**src/rtl/fcpu_pkg.sv**
```systemverilog
// Shared core types: CDB word layout and widths.
package fcpu_pkg;

  localparam int RSV_ID_W = 4;
  localparam int DATA_W   = 32;
  localparam int CDB_W    = RSV_ID_W + DATA_W;

  typedef struct packed {
    logic [RSV_ID_W-1:0] rsv_id;
    logic [DATA_W-1:0]   data;
  } cdb_t;

endpackage

```
**src/rtl/rr_arbiter.sv**
```systemverilog
// Round-robin request selector with a registered rotating pointer.
// Also meant for reuse as the reservation-station issue select.
module rr_arbiter #(
  parameter int N = 3
) (
  input  logic                 clk,
  input  logic                 rst,
  input  logic [N-1:0]         req,
  input  logic                 en,
  output logic [N-1:0]         gnt,
  output logic [$clog2(N)-1:0] gnt_idx,
  output logic [$clog2(N)-1:0] ptr
);

  localparam int IW = $clog2(N);

  logic          hit;
  logic [IW-1:0] win;
  logic [IW:0]   sum;
  logic [IW-1:0] cand;

  // Scan requests starting at ptr, wrapping modulo N; first hit wins.
  always_comb begin
    hit  = 1'b0;
    win  = '0;
    sum  = '0;
    cand = '0;
    for (int i = 0; i < N; i++) begin
      sum  = {1'b0, ptr} + (IW+1)'(i);
      cand = (sum >= (IW+1)'(N)) ? IW'(sum - (IW+1)'(N)) : IW'(sum);
      if (!hit && req[cand]) begin
        hit = 1'b1;
        win = cand;
      end
    end
  end

  assign gnt     = (en && hit) ? (N'(1) << win) : '0;
  assign gnt_idx = win;

  // Pointer moves to one past the winner, only when a grant is issued.
  always_ff @(posedge clk) begin
    if (rst)
      ptr <= '0;
    else if (en && hit)
      ptr <= (win == IW'(N-1)) ? '0 : win + 1'b1;
  end

endmodule

```
**src/rtl/cdb_arbiter.sv**
```systemverilog
// CDB arbiter: round-robin select among result units into one registered
// broadcast slot, with consumer back-pressure and branch-miss flush.
module cdb_arbiter
  import fcpu_pkg::*;
#(
  parameter int N_UNITS = 3,
  parameter int CDB_W   = fcpu_pkg::CDB_W
) (
  input  logic                             clk,
  input  logic                             rst,
  input  logic                             flush,
  input  logic [N_UNITS-1:0][CDB_W-1:0]    i_cdb,
  input  logic [N_UNITS-1:0]               i_valid,
  output logic [N_UNITS-1:0]               i_ready,
  output logic [CDB_W-1:0]                 o_cdb,
  output logic                             o_valid,
  output logic [$clog2(N_UNITS)-1:0]       o_grant_id,
  input  logic                             o_ready
);

  localparam int IDW = $clog2(N_UNITS);

  logic           accept;
  logic           en;
  logic [N_UNITS-1:0] gnt;
  logic [IDW-1:0] gnt_idx;
  logic [IDW-1:0] rr_ptr;

  // Slot can take a new word when empty or when the current one retires.
  assign accept  = ~o_valid | o_ready;
  assign en      = accept & ~flush & ~rst;
  assign i_ready = gnt;

  rr_arbiter #(.N(N_UNITS)) u_rr (
    .clk     (clk),
    .rst     (rst),
    .req     (i_valid),
    .en      (en),
    .gnt     (gnt),
    .gnt_idx (gnt_idx),
    .ptr     (rr_ptr)
  );

  // Broadcast slot: flush empties it, otherwise load the winner or drain.
  always_ff @(posedge clk) begin
    if (rst) begin
      o_valid    <= 1'b0;
      o_cdb      <= '0;
      o_grant_id <= '0;
    end else if (flush) begin
      o_valid <= 1'b0;
    end else if (accept) begin
      o_valid <= |gnt;
      if (|gnt) begin
        o_cdb      <= i_cdb[gnt_idx];
        o_grant_id <= gnt_idx;
      end
    end
  end

  // A live broadcast always came from the unit just behind the pointer.
  always_ff @(posedge clk) begin
    if (!rst && o_valid)
      assert (rr_ptr == ((o_grant_id == IDW'(N_UNITS-1)) ? '0 : o_grant_id + 1'b1))
        else $error("rr_ptr out of step with o_grant_id");
  end

endmodule

```
**config.mk**
```make
export PLATFORM = sky130hd
export DESIGN_NAME = cdb_arbiter
export DESIGN_NICKNAME = d
export VERILOG_FILES = /design/src/rtl/fcpu_pkg.sv /design/src/rtl/rr_arbiter.sv /design/src/rtl/cdb_arbiter.sv
export SDC_FILE = /design/constraint.sdc
export NUM_CORES = 1
export LEC_CHECK = 0
export BUFFER_PORTS_ARGS = -buffer_cell sky130_fd_sc_hd__buf_2
export CAP_MARGIN = 10
export CORE_UTILIZATION = 30
export DETAILED_ROUTE_END_ITERATION = 6
export HOLD_SLACK_MARGIN = 0.1
export SYNTH_ARGS = -nofsm -noshare
export SYNTH_HDL_FRONTEND = slang
export SYNTH_SLANG_ARGS = --single-unit
```
**constraint.sdc**
```tcl
create_clock -name clk -period 4 [get_ports clk]
set_input_delay 0.2 -clock clk [delete_from_list [all_inputs] [get_ports clk]]
set_output_delay 0.2 -clock clk [all_outputs]
set_load 0.005 [all_outputs]
```
==> results of run 1 <==
[how the worst min path moves through the flow]
stage / from / endpoint / slack, ps / cells after the start
final: rst / u_rr.ptr[1] / 130 / 2
after global placement: rst / u_rr.ptr[1] / 430 / 2
after detailed placement: rst / u_rr.ptr[1] / 430 / 2
after floorplan: rst / u_rr.ptr[0] / 270 / 1
after CTS: rst / u_rr.ptr[1] / 110 / 2
after global routing: rst / u_rr.ptr[1] / 120 / 2
[final cells by class]
| class | instances | area, µm² | share of cell area |
|---|---|---|---|
| multi-input combinational | 268 | 1824 | 0.4842 |
| timing repair buffer | 162 | 825.8 | 0.2192 |
| sequential | 41 | 820.8 | 0.2179 |
| tap | 129 | 161.4 | 0.04284 |
| clock buffer | 7 | 86.33 | 0.02292 |
| clock inverter | 1 | 30.03 | 0.007971 |
| inverter | 5 | 18.77 | 0.004982 |
[critical path, stage by stage (launching register included)]
cell	delay [ps]
dfxtp_1	390
inv_1	80
ha_1	330
nor2b_1	210
o21ai_2	260
a311o_2	740
o211a_2	380
nand2_1	110
inv_1	70
buf_2	100
[through the flow]
stage	hold WS, ps	std cells	instance area [µm²]	setup WS [ps]
final	130.4	613	3767	843.2
after global routing	119.6	613	3767	680.7
after CTS	110.7	613	3767	840.4
after detailed placement	433.3	605	3651	953.3
after global placement	434.8	605	3651	1029
after floorplan	269.1	349	2864	1561
[flip-flops by register name, summed over array words and instances (netlist names)]
register / cells
o_grant_id: 2
o_valid: 1
u_rr.ptr: 2
o_cdb: 36
[report_power, final]
group	switching [mW]	internal (mW)	total, mW
registers	0.0375	0.485	0.522
logic	0.346	0.290	0.636
clock network	0.147	0.204	0.350
total	0.530	0.978	1.51
[layout by cell type, fill, tap and decap left out, types with 2 or more instances in the layout]
cell type    n
and3_1       2
inv_1        4
nor2b_1      3
buf_4        6
dfxtp_1     41
a21oi_1      4
nand2_1     41
a211o_1     36
mux2i_1     38
nand2b_1     2
a21boi_0     2
buf_2      156
a311oi_1    36
clkbuf_8     6
ha_1         4
nand3b_1     2
nor2_1      76
a211oi_1     2
[per-layer routing]
metal,share of wire,routed length [µm],global-route usage,up-vias
li1,-,-,-,1550
met1,0.43,3791,0.2084,1501
met2,0.49,4375,0.3082,130
met3,0.072,640,0.04076,4
met4,0.0062,55,0.03507,0
met5,0,0,0,-
[kinds of logic after synthesis]
group	synth area share
muxes	0.1415
adders and majority gates	0.01748
and+or+nand+nor	0.1940
buffers and inverters	0.08475
DFF	0.2866
AOI/OAI and AO/OA	0.2757
==> results.sh, run 1 <==
export IMPL_status="finished clean"
export IMPL_portBuffers=156
export IMPL_synth_warning_count=0
export IMPL_start_util=0.3100
export IMPL_gp_congestion=0.8092
export IMPL_antenna_cells=0
export IMPL_avgRoutedWirePerCell_um=14.46
export IMPL_cts_resized=0
export IMPL_drv_cap=0
export IMPL_num_vias=3185
export IMPL_coreArea_um2=9240
export IMPL_timing_rr_start="u_rr.ptr[0]"
export IMPL_reg2regPathDepth=9
export IMPL_synth_nets=468
export IMPL_nFillCells=959
export IMPL_clock_sinks=41
export IMPL_drt_initial_drc_count=72
export IMPL_setup_viol=0
export IMPL_worstSetupPathType="reg -> out"
export IMPL_powerDensity_nw_per_um2=400.4
export IMPL_grt_first_pass_wirelength_um=13860
export IMPL_fin_util=0.4077
export IMPL_skew_ps=2.878
export IMPL_via_per_inst=5.196
export IMPL_yosys_top_cells_count="76 x nor2_1, 41 x dfxtp_1, 41 x nand2_1"
export IMPL_critPathMaxFanout=38
export IMPL_antenna_left=0
export IMPL_drt_pass1_iter_count=4
export IMPL_synth_most_common_cell="nor2_1"
export IMPL_gr_total_overflow=0
export IMPL_start_kind="register"
export IMPL_die_area_um2=9941
export IMPL_maxSlewViolCount=0
export IMPL_synthCells=349
export IMPL_die_h_um=99.71
export IMPL_yosysSeqAreaShare=0.2866
export IMPL_fin_setup_tns_ps=0
export IMPL_rows=35
export IMPL_r2r_setup_slack_ps=950
export IMPL_postCtsHoldBufs=0
export IMPL_areaGrowthSynthToFinish_pct=31.54
export IMPL_rsz0062_at_grt="false"
export IMPL_synth_area_um2=2864
export IMPL_cts_max_level=2
export IMPL_grt_max_degree=39
export IMPL_r2r_end="o_cdb[19]"
export IMPL_antenna_found_initial=0
export IMPL_clockBufferDepth=2
export IMPL_post_cts_buffers=0
export IMPL_ir_worst_vdd_v=0.0001590
export IMPL_drive_above_1_share=0.3719
export IMPL_hold_path_class="in -> reg"
export IMPL_grt_pass1_vias=2938
export IMPL_synth_seq_cells=41
export IMPL_grt_usage=0.1721
export IMPL_remaining_drc_errors=0
export IMPL_ys_flop_type="dfxtp_1"
export IMPL_end_kind="output port"
export IMPL_yosys_top_cells_area="dfxtp_1 29%, mux2i_1 13%, a211o_1 11%, a311oi_1 11%, nor2_1 10%"
export IMPL_power_mw=1.509
export IMPL_synth_top_area_cell="dfxtp_1"
export IMPL_crit_arrival_ps=2960
export IMPL_async_reset_ff_frac=0
export IMPL_p_leak_nw=2.097
export IMPL_synth_edf_count=0
export IMPL_max_freq_mhz=316.8
export IMPL_endpoint="i_ready[1]"
export IMPL_worstMarginPinSlew_ps=1067
export IMPL_cp_startpoint="u_rr.ptr[0]"
export IMPL_cp_required_ps=3800
export IMPL_max_slew_margin=0.2890
export IMPL_avgSynthCellArea_um2=8.206
export IMPL_dp_hpwl_um=6320
export IMPL_cts_made_buffers=5
export IMPL_clk_pin_slew_ps=80
export IMPL_cts_tree="yes"
export IMPL_period_needed_ps=3157
export IMPL_io_pins=157
export IMPL_synth_top_area_share=0.2866
export IMPL_post_route_period_util=0.7892
export IMPL_routed_wl_um=8863
export IMPL_yosysUniqueCellTypes=42
export IMPL_fin_nets=602
export IMPL_cts_root_buffer="clkbuf_8"
export IMPL_clock_latency_ps=290
export IMPL_die_w_um=99.71
export IMPL_hold_viol=0
No activity file was read; power rests on OpenSTA's default activity.
==> run 2, diff against run 1 <==
==> constraint.sdc (replaced) <==
create_clock -name clk -period 2.9 [get_ports clk]
set_input_delay 0.145 -clock clk [delete_from_list [all_inputs] [get_ports clk]]
set_output_delay 0.145 -clock clk [all_outputs]
set_load 0.005 [all_outputs]
==> run 2 against run 1 <==
Die area unchanged. First-iteration DRC count increased by 15%. Cell area increased by 2.1%. Critical path type unchanged.
==> results.sh, run 2 (synthesis gave the netlist of run 1 again) <==
export IMPL_fin_hold_ws_ps=158.8
export IMPL_period_needed_ps=2680
export IMPL_holdPathEnd="o_valid"
export IMPL_coreArea_um2=9240
export IMPL_clock_sinks=41
export IMPL_die_h_um=99.71
export IMPL_die_area_um2=9941
export IMPL_regArea_um2=820.8
export IMPL_io_pins=157
export IMPL_final_area_um2=3845
export IMPL_antenna_cells=0
export IMPL_clk_pin_slew_ps=80
export IMPL_powerDensity_nw_per_um2=552.3
export IMPL_clock_latency_ps=290
export IMPL_portBuffers=156
export IMPL_p_int_mw=1.375
export IMPL_max_freq_mhz=373.1
export IMPL_skew_ps=2.403
export IMPL_ir_worst_vdd_v=0.0002117
export IMPL_clockBufferDepth=2
export IMPL_fin_setup_tns_ps=0
export IMPL_via_per_inst=5.196
export IMPL_r2r_end="o_cdb[9]"
export IMPL_final_common_cell="buf_2"
export IMPL_cts_tree="yes"
export IMPL_num_vias=3227
export IMPL_placed_area_um2=3716
export IMPL_maxSlewViolCount=0
export IMPL_max_slew_margin=0.5596
export IMPL_critPathMaxFanout=6
export IMPL_drt_pass1_iter_count=4
export IMPL_combPwrFrac=0.430
export IMPL_status="finished clean"
export IMPL_netSwitchingFraction=0.3525
export IMPL_p_leak_nw=2.140
export IMPL_multi_input_comb_area_um2=1827
export IMPL_top_regs="o_cdb (36), o_grant_id (2), u_rr.ptr (2)"
export IMPL_gr_total_overflow=0
export IMPL_min_from="flush"
export IMPL_final_cell_mix="156 x buf_2, 75 x nor2_1, 41 x nand2_1, 41 x dfxtp_1, 38 x mux2i_1"
export IMPL_fin_util=0.4161
export IMPL_worstSetupPathType="reg -> out"
export IMPL_cts_max_level=2
export IMPL_end_kind="output port"
export IMPL_routed_wl_um=9166
export IMPL_top_register="o_cdb"
export IMPL_cts_root_buffer="clkbuf_8"
export IMPL_grt_first_pass_wirelength_um=14230
export IMPL_p_clk_frac=0.229
export IMPL_cp_required_ps=2760
export IMPL_grt_usage=0.1779
export IMPL_grt_pass1_vias=3055
export IMPL_grt_max_degree=41
export IMPL_rows=35
export IMPL_p_seq_frac=0.341
export IMPL_areaGrowthSynthToFinish_pct=34.25
export IMPL_pre_cts_ws_ps=194.1
export IMPL_worstMarginPinSlew_ps=659.6
export IMPL_remaining_drc_errors=0
export IMPL_crit_arrival_ps=2540
export IMPL_drt_initial_drc_count=83
export IMPL_start_util=0.3100
export IMPL_dp_hpwl_um=6667
export IMPL_start_kind="register"
export IMPL_post_route_period_util=0.9242
export IMPL_cts_made_buffers=5
export IMPL_fin_nets=610
export IMPL_switchingPower_uw=748.5
export IMPL_die_w_um=99.71
export IMPL_hold_viol=0
export IMPL_gp_congestion=0.7958
export IMPL_rsz0062_at_grt="false"
export IMPL_hold_depth=3
export IMPL_fin_ws_ps=219.7
export IMPL_antenna_left=0
export IMPL_timing_rr_start="u_rr.ptr[0]"
export IMPL_reg2regPathDepth=9
export IMPL_drive_above_1_share=0.3821
export IMPL_largest_register_ffs=36
export IMPL_nFillCells=1003
export IMPL_hold_path_class="in -> reg"
export IMPL_setup_viol=0
export IMPL_avgRoutedWirePerCell_um=14.76
export IMPL_antenna_found_initial=0
export IMPL_r2r_setup_slack_ps=240
export IMPL_drv_cap=0
[run 2: changes by cell type in the layout (fill, tap and decap cells not counted), sizes merged]
| cell | previous run | this run |
|---|---|---|
| dlygate4sd3 | 0 | 1 |
| buf | 162 | 169 |
[run 2: power by group through the flow]
stage / registers (mW) / logic [mW] / clock network [mW]
global placement: 0.733 / 0.900 / 0
CTS: 0.725 / 0.916 / 0.503
finish: 0.724 / 0.914 / 0.486
global route: 0.736 / 1.00 / 0.526
detailed placement: 0.736 / 0.912 / 0
floorplan: 0.742 / 0.602 / 0
[run 2: worst max-delay path, cell delays in order, from the launching register on]
cell	delay, ps
dfxtp_1	400
ha_1	270
mux2i_1	510
nor2_2	150
mux2_2	310
mux2i_2	290
nand3_1	150
inv_1	70
buf_2	110
[run 2: layout make-up]
type | count | area share
Sequential cell | 41 | 0.2135
Clock inverter | 1 | 0.007810
Inverter | 5 | 0.004881
Tap cell | 129 | 0.04198
Clock buffer | 7 | 0.02245
Multi-Input combinational cell | 268 | 0.4751
Timing Repair Buffer | 170 | 0.2343
[run 2: how the worst max path moves through the flow]
stage / end / start / slack [ps] / cells past startpoint
final: i_ready[0] / u_rr.ptr[0] / 220 / 8
after global routing: i_ready[0] / u_rr.ptr[1] / 50 / 9
after CTS: i_ready[2] / u_rr.ptr[1] / 140 / 7
after detailed placement: o_cdb[9] / u_rr.ptr[1] / 190 / 9
after global placement: o_cdb[7] / u_rr.ptr[0] / 330 / 9
after floorplan: o_cdb[0] / u_rr.ptr[0] / 460 / 11
[run 2: per-layer routing]
layer  up-vias  global-route usage  wire (µm)
li1       1559                   -          -
met1      1551              0.2076       3927
met2       109              0.3337       4626
met3         8             0.03373        523
met4         0             0.03846         88
met5         -                   0          0
[run 2: stage by stage]
stage | instances | total power [mW]
3_5_place_dp | 612 | 1.648
3_3_place_gp | 612 | 1.633
5_1_grt | 621 | 2.264
6_report | 621 | 2.124
2_1_floorplan | 349 | 1.344
4_1_cts | 621 | 2.144
[run 2: timing repair]
item	4_1_cts	5_1_grt
setup endpoints to repair	0	2
gates resized for setup	0	2
hold buffers	1	0
hold endpoints to repair	3	0
setup buffers	0	0
==> run 3, diff against run 2 <==
--- a/config.mk
+++ b/config.mk
@@ -5,6 +5,7 @@
 export SDC_FILE = /design/constraint.sdc
 export NUM_CORES = 1
 export LEC_CHECK = 0
+export ABC_AREA = 1
 export BUFFER_PORTS_ARGS = -buffer_cell sky130_fd_sc_hd__buf_2
 export CAP_MARGIN = 10
 export CORE_UTILIZATION = 30
==> run 3 against run 2 <==
First-iteration DRC count grew 7.2%. Non-clock buffer count shrank 5. Synthesized cell count grew 68%. Utilization shrank 1.3 points. Largest power group unchanged. Final cell count grew 39%. Critical path depth grew 4. Wire length grew 3.5%. Critical path type unchanged. Cell area grew 8.3%. Flip-flop and latch count is the same.
==> results.sh, run 3 <==
export IMPL_grt_max_degree=38
export IMPL_critPathMaxFanout=24
export IMPL_clockBufferDepth=2
export IMPL_netSwitchingFraction=0.3787
export IMPL_synth_edf_count=0
export IMPL_ys_flop_type="dfxtp_1"
export IMPL_max_slew_margin=0.5634
export IMPL_die_area_um2=11030
export IMPL_p_int_mw=1.287
export IMPL_remaining_drc_errors=0
export IMPL_maxSlewViolCount=0
export IMPL_pre_cts_ws_ps=409.3
export IMPL_drive_above_1_share=0.2606
export IMPL_portBuffers=156
export IMPL_routed_wl_um=9488
export IMPL_final_cell_mix="163 x nand2_1, 156 x buf_2, 124 x inv_1, 119 x nand3_1, 79 x nor2_1"
export IMPL_cts_max_level=2
export IMPL_switchingPower_uw=784.7
export IMPL_reg2regPathDepth=14
export IMPL_post_route_period_util=0.9291
export IMPL_synthCells=585
export IMPL_top_regs="o_cdb (36), o_grant_id (2), u_rr.ptr (2)"
export IMPL_num_vias=3759
export IMPL_clock_sinks=41
export IMPL_min_from="flush"
export IMPL_worstMarginPinSlew_ps=653.9
export IMPL_combPwrFrac=0.432
export IMPL_yosys_top_cells_count="164 x nand2_1, 124 x inv_1, 119 x nand3_1"
export IMPL_async_reset_ff_frac=0
export IMPL_synth_warning_count=0
export IMPL_antenna_cells=0
export IMPL_clk_pin_slew_ps=80
export IMPL_cts_root_buffer="clkbuf_8"
export IMPL_final_common_cell="nand2_1"
export IMPL_hold_path_class="in -> reg"
export IMPL_clock_latency_ps=300
export IMPL_final_area_um2=4165
export IMPL_power_mw=2.072
export IMPL_coreArea_um2=10320
export IMPL_p_leak_nw=2.620
export IMPL_drt_pass1_iter_count=6
export IMPL_io_pins=157
export IMPL_avgRoutedWirePerCell_um=10.97
export IMPL_hold_depth=4
export IMPL_yosysUniqueCellTypes=23
export IMPL_placedCellCount=856
export IMPL_crit_arrival_ps=2550
export IMPL_via_per_inst=4.346
export IMPL_end_kind="output port"
export IMPL_dp_hpwl_um=7001
export IMPL_areaGrowthSynthToFinish_pct=30.86
export IMPL_p_clk_frac=0.235
export IMPL_die_w_um=105.0
export IMPL_top_register="o_cdb"
export IMPL_fin_setup_tns_ps=0
export IMPL_start_kind="register"
export IMPL_gp_congestion=0.8324
export IMPL_p_seq_frac=0.333
export IMPL_rsz0062_at_grt="false"
export IMPL_timing_rr_start="u_rr.ptr[0]"
export IMPL_start_util=0.3083
export IMPL_antenna_left=0
export IMPL_r2r_end="o_cdb[16]"
export IMPL_grt_usage=0.1741
export IMPL_cts_made_buffers=5
export IMPL_drt_initial_drc_count=89
export IMPL_r2r_setup_slack_ps=380
export IMPL_yosysSeqAreaShare=0.2579
export IMPL_cp_required_ps=2760
export IMPL_fin_nets=847
export IMPL_hold_viol=0
export IMPL_setup_viol=0
export IMPL_synth_top_area_cell="dfxtp_1"
export IMPL_grt_pass1_vias=3451
export IMPL_drv_cap=0
export IMPL_ir_worst_vdd_v=0.0002261
export IMPL_powerDensity_nw_per_um2=497.4
export IMPL_cts_tree="yes"
export IMPL_skew_ps=7.476
export IMPL_fin_ws_ps=205.6
export IMPL_holdPathEnd="o_valid"
export IMPL_synth_top_area_share=0.2579
export IMPL_status="finished clean"
export IMPL_max_freq_mhz=371.1
export IMPL_synth_most_common_cell="nand2_1"
export IMPL_largest_register_ffs=36
export IMPL_gr_total_overflow=0
export IMPL_synth_seq_cells=41
export IMPL_synth_area_um2=3183
export IMPL_final_cells=865
export IMPL_synth_nets=704
export IMPL_yosys_top_cells_area="dfxtp_1 26%, nand2_1 19%, nand3_1 19%, inv_1 15%, nor2_1 9.3%"
export IMPL_die_h_um=105.0
export IMPL_rows=37
export IMPL_antenna_found_initial=0
export IMPL_period_needed_ps=2694
export IMPL_worstSetupPathType="reg -> out"
export IMPL_grt_first_pass_wirelength_um=15480
export IMPL_avgSynthCellArea_um2=5.441
export IMPL_placed_area_um2=4031
## run 3: final cells by class
type / instances / area [µm²]
Tap cell: 136 / 170.2
Timing Repair Buffer: 165 / 854.6
Inverter: 131 / 494.2
Clock inverter: 2 / 37.54
Multi-Input combinational cell: 384 / 1705
Sequential cell: 41 / 820.8
Fill cell: 1164 / 6158
Clock buffer: 6 / 82.58
## run 3: timing repair
| action | 4_1_cts | 5_1_grt |
|---|---|---|
| hold endpoints to repair | 2 | 0 |
| hold buffers | 1 | 0 |
| gates resized for setup | 0 | 1 |
| setup endpoints to repair | 0 | 1 |
| buffers inserted | 0 | 0 |
## run 3: how the worst max path moves through the flow
stage	start	endpoint	cells past startpoint
finish	u_rr.ptr[0]	i_ready[1]	12
global route	u_rr.ptr[0]	i_ready[0]	12
CTS	u_rr.ptr[0]	i_ready[1]	13
detailed placement	u_rr.ptr[0]	o_cdb[16]	14
global placement	u_rr.ptr[0]	o_cdb[11]	14
floorplan	u_rr.ptr[0]	o_cdb[0]	15
## run 3: layer usage
metal / share of wire / GRT usage / up-vias
li1: - / - / 2026
met1: 0.45 / 0.2042 / 1591
met2: 0.48 / 0.3150 / 132
met3: 0.066 / 0.03618 / 10
met4: 0.012 / 0.05433 / 0
met5: 0 / 0 / -
## run 3: logic make-up after synthesis
logic type                 Yosys count  synth area share
adders and majority gates            4           0.01572
buffers and inverters              160            0.2072
and+or+nand+nor                    373            0.5047
AOI/OAI and AO/OA                    7           0.01454
DFF                                 41            0.2579
## run 3: through the flow
| stage | hold WS [ps] | util |
|---|---|---|
| after global placement | 396.5 | 0.3905 |
| after global routing | 122.1 | 0.4035 |
| after CTS | 107.2 | 0.4031 |
| after detailed placement | 400.2 | 0.3905 |
| after floorplan | 214.1 | - |
| final | 121.5 | 0.4035 |
## run 3: worst max-delay path, stage by stage, from the launching register on
cell,delay [ps]
dfxtp_1,400
inv_1,90
ha_1,360
inv_2,70
nand3_1,110
inv_1,80
a21oi_4,160
nand4_4,110
nand2_4,200
nand3_4,230
buf_6,260
inv_1,60
buf_2,100
## run 3: power by group through the flow
stage | sequential (mW) | combinational (mW) | clock, mW
6_report | 0.690 | 0.895 | 0.487
5_1_grt | 0.699 | 1.03 | 0.529
4_1_cts | 0.692 | 0.901 | 0.509
3_5_place_dp | 0.705 | 0.897 | 0
3_3_place_gp | 0.702 | 0.893 | 0
2_1_floorplan | 0.705 | 0.614 | 0
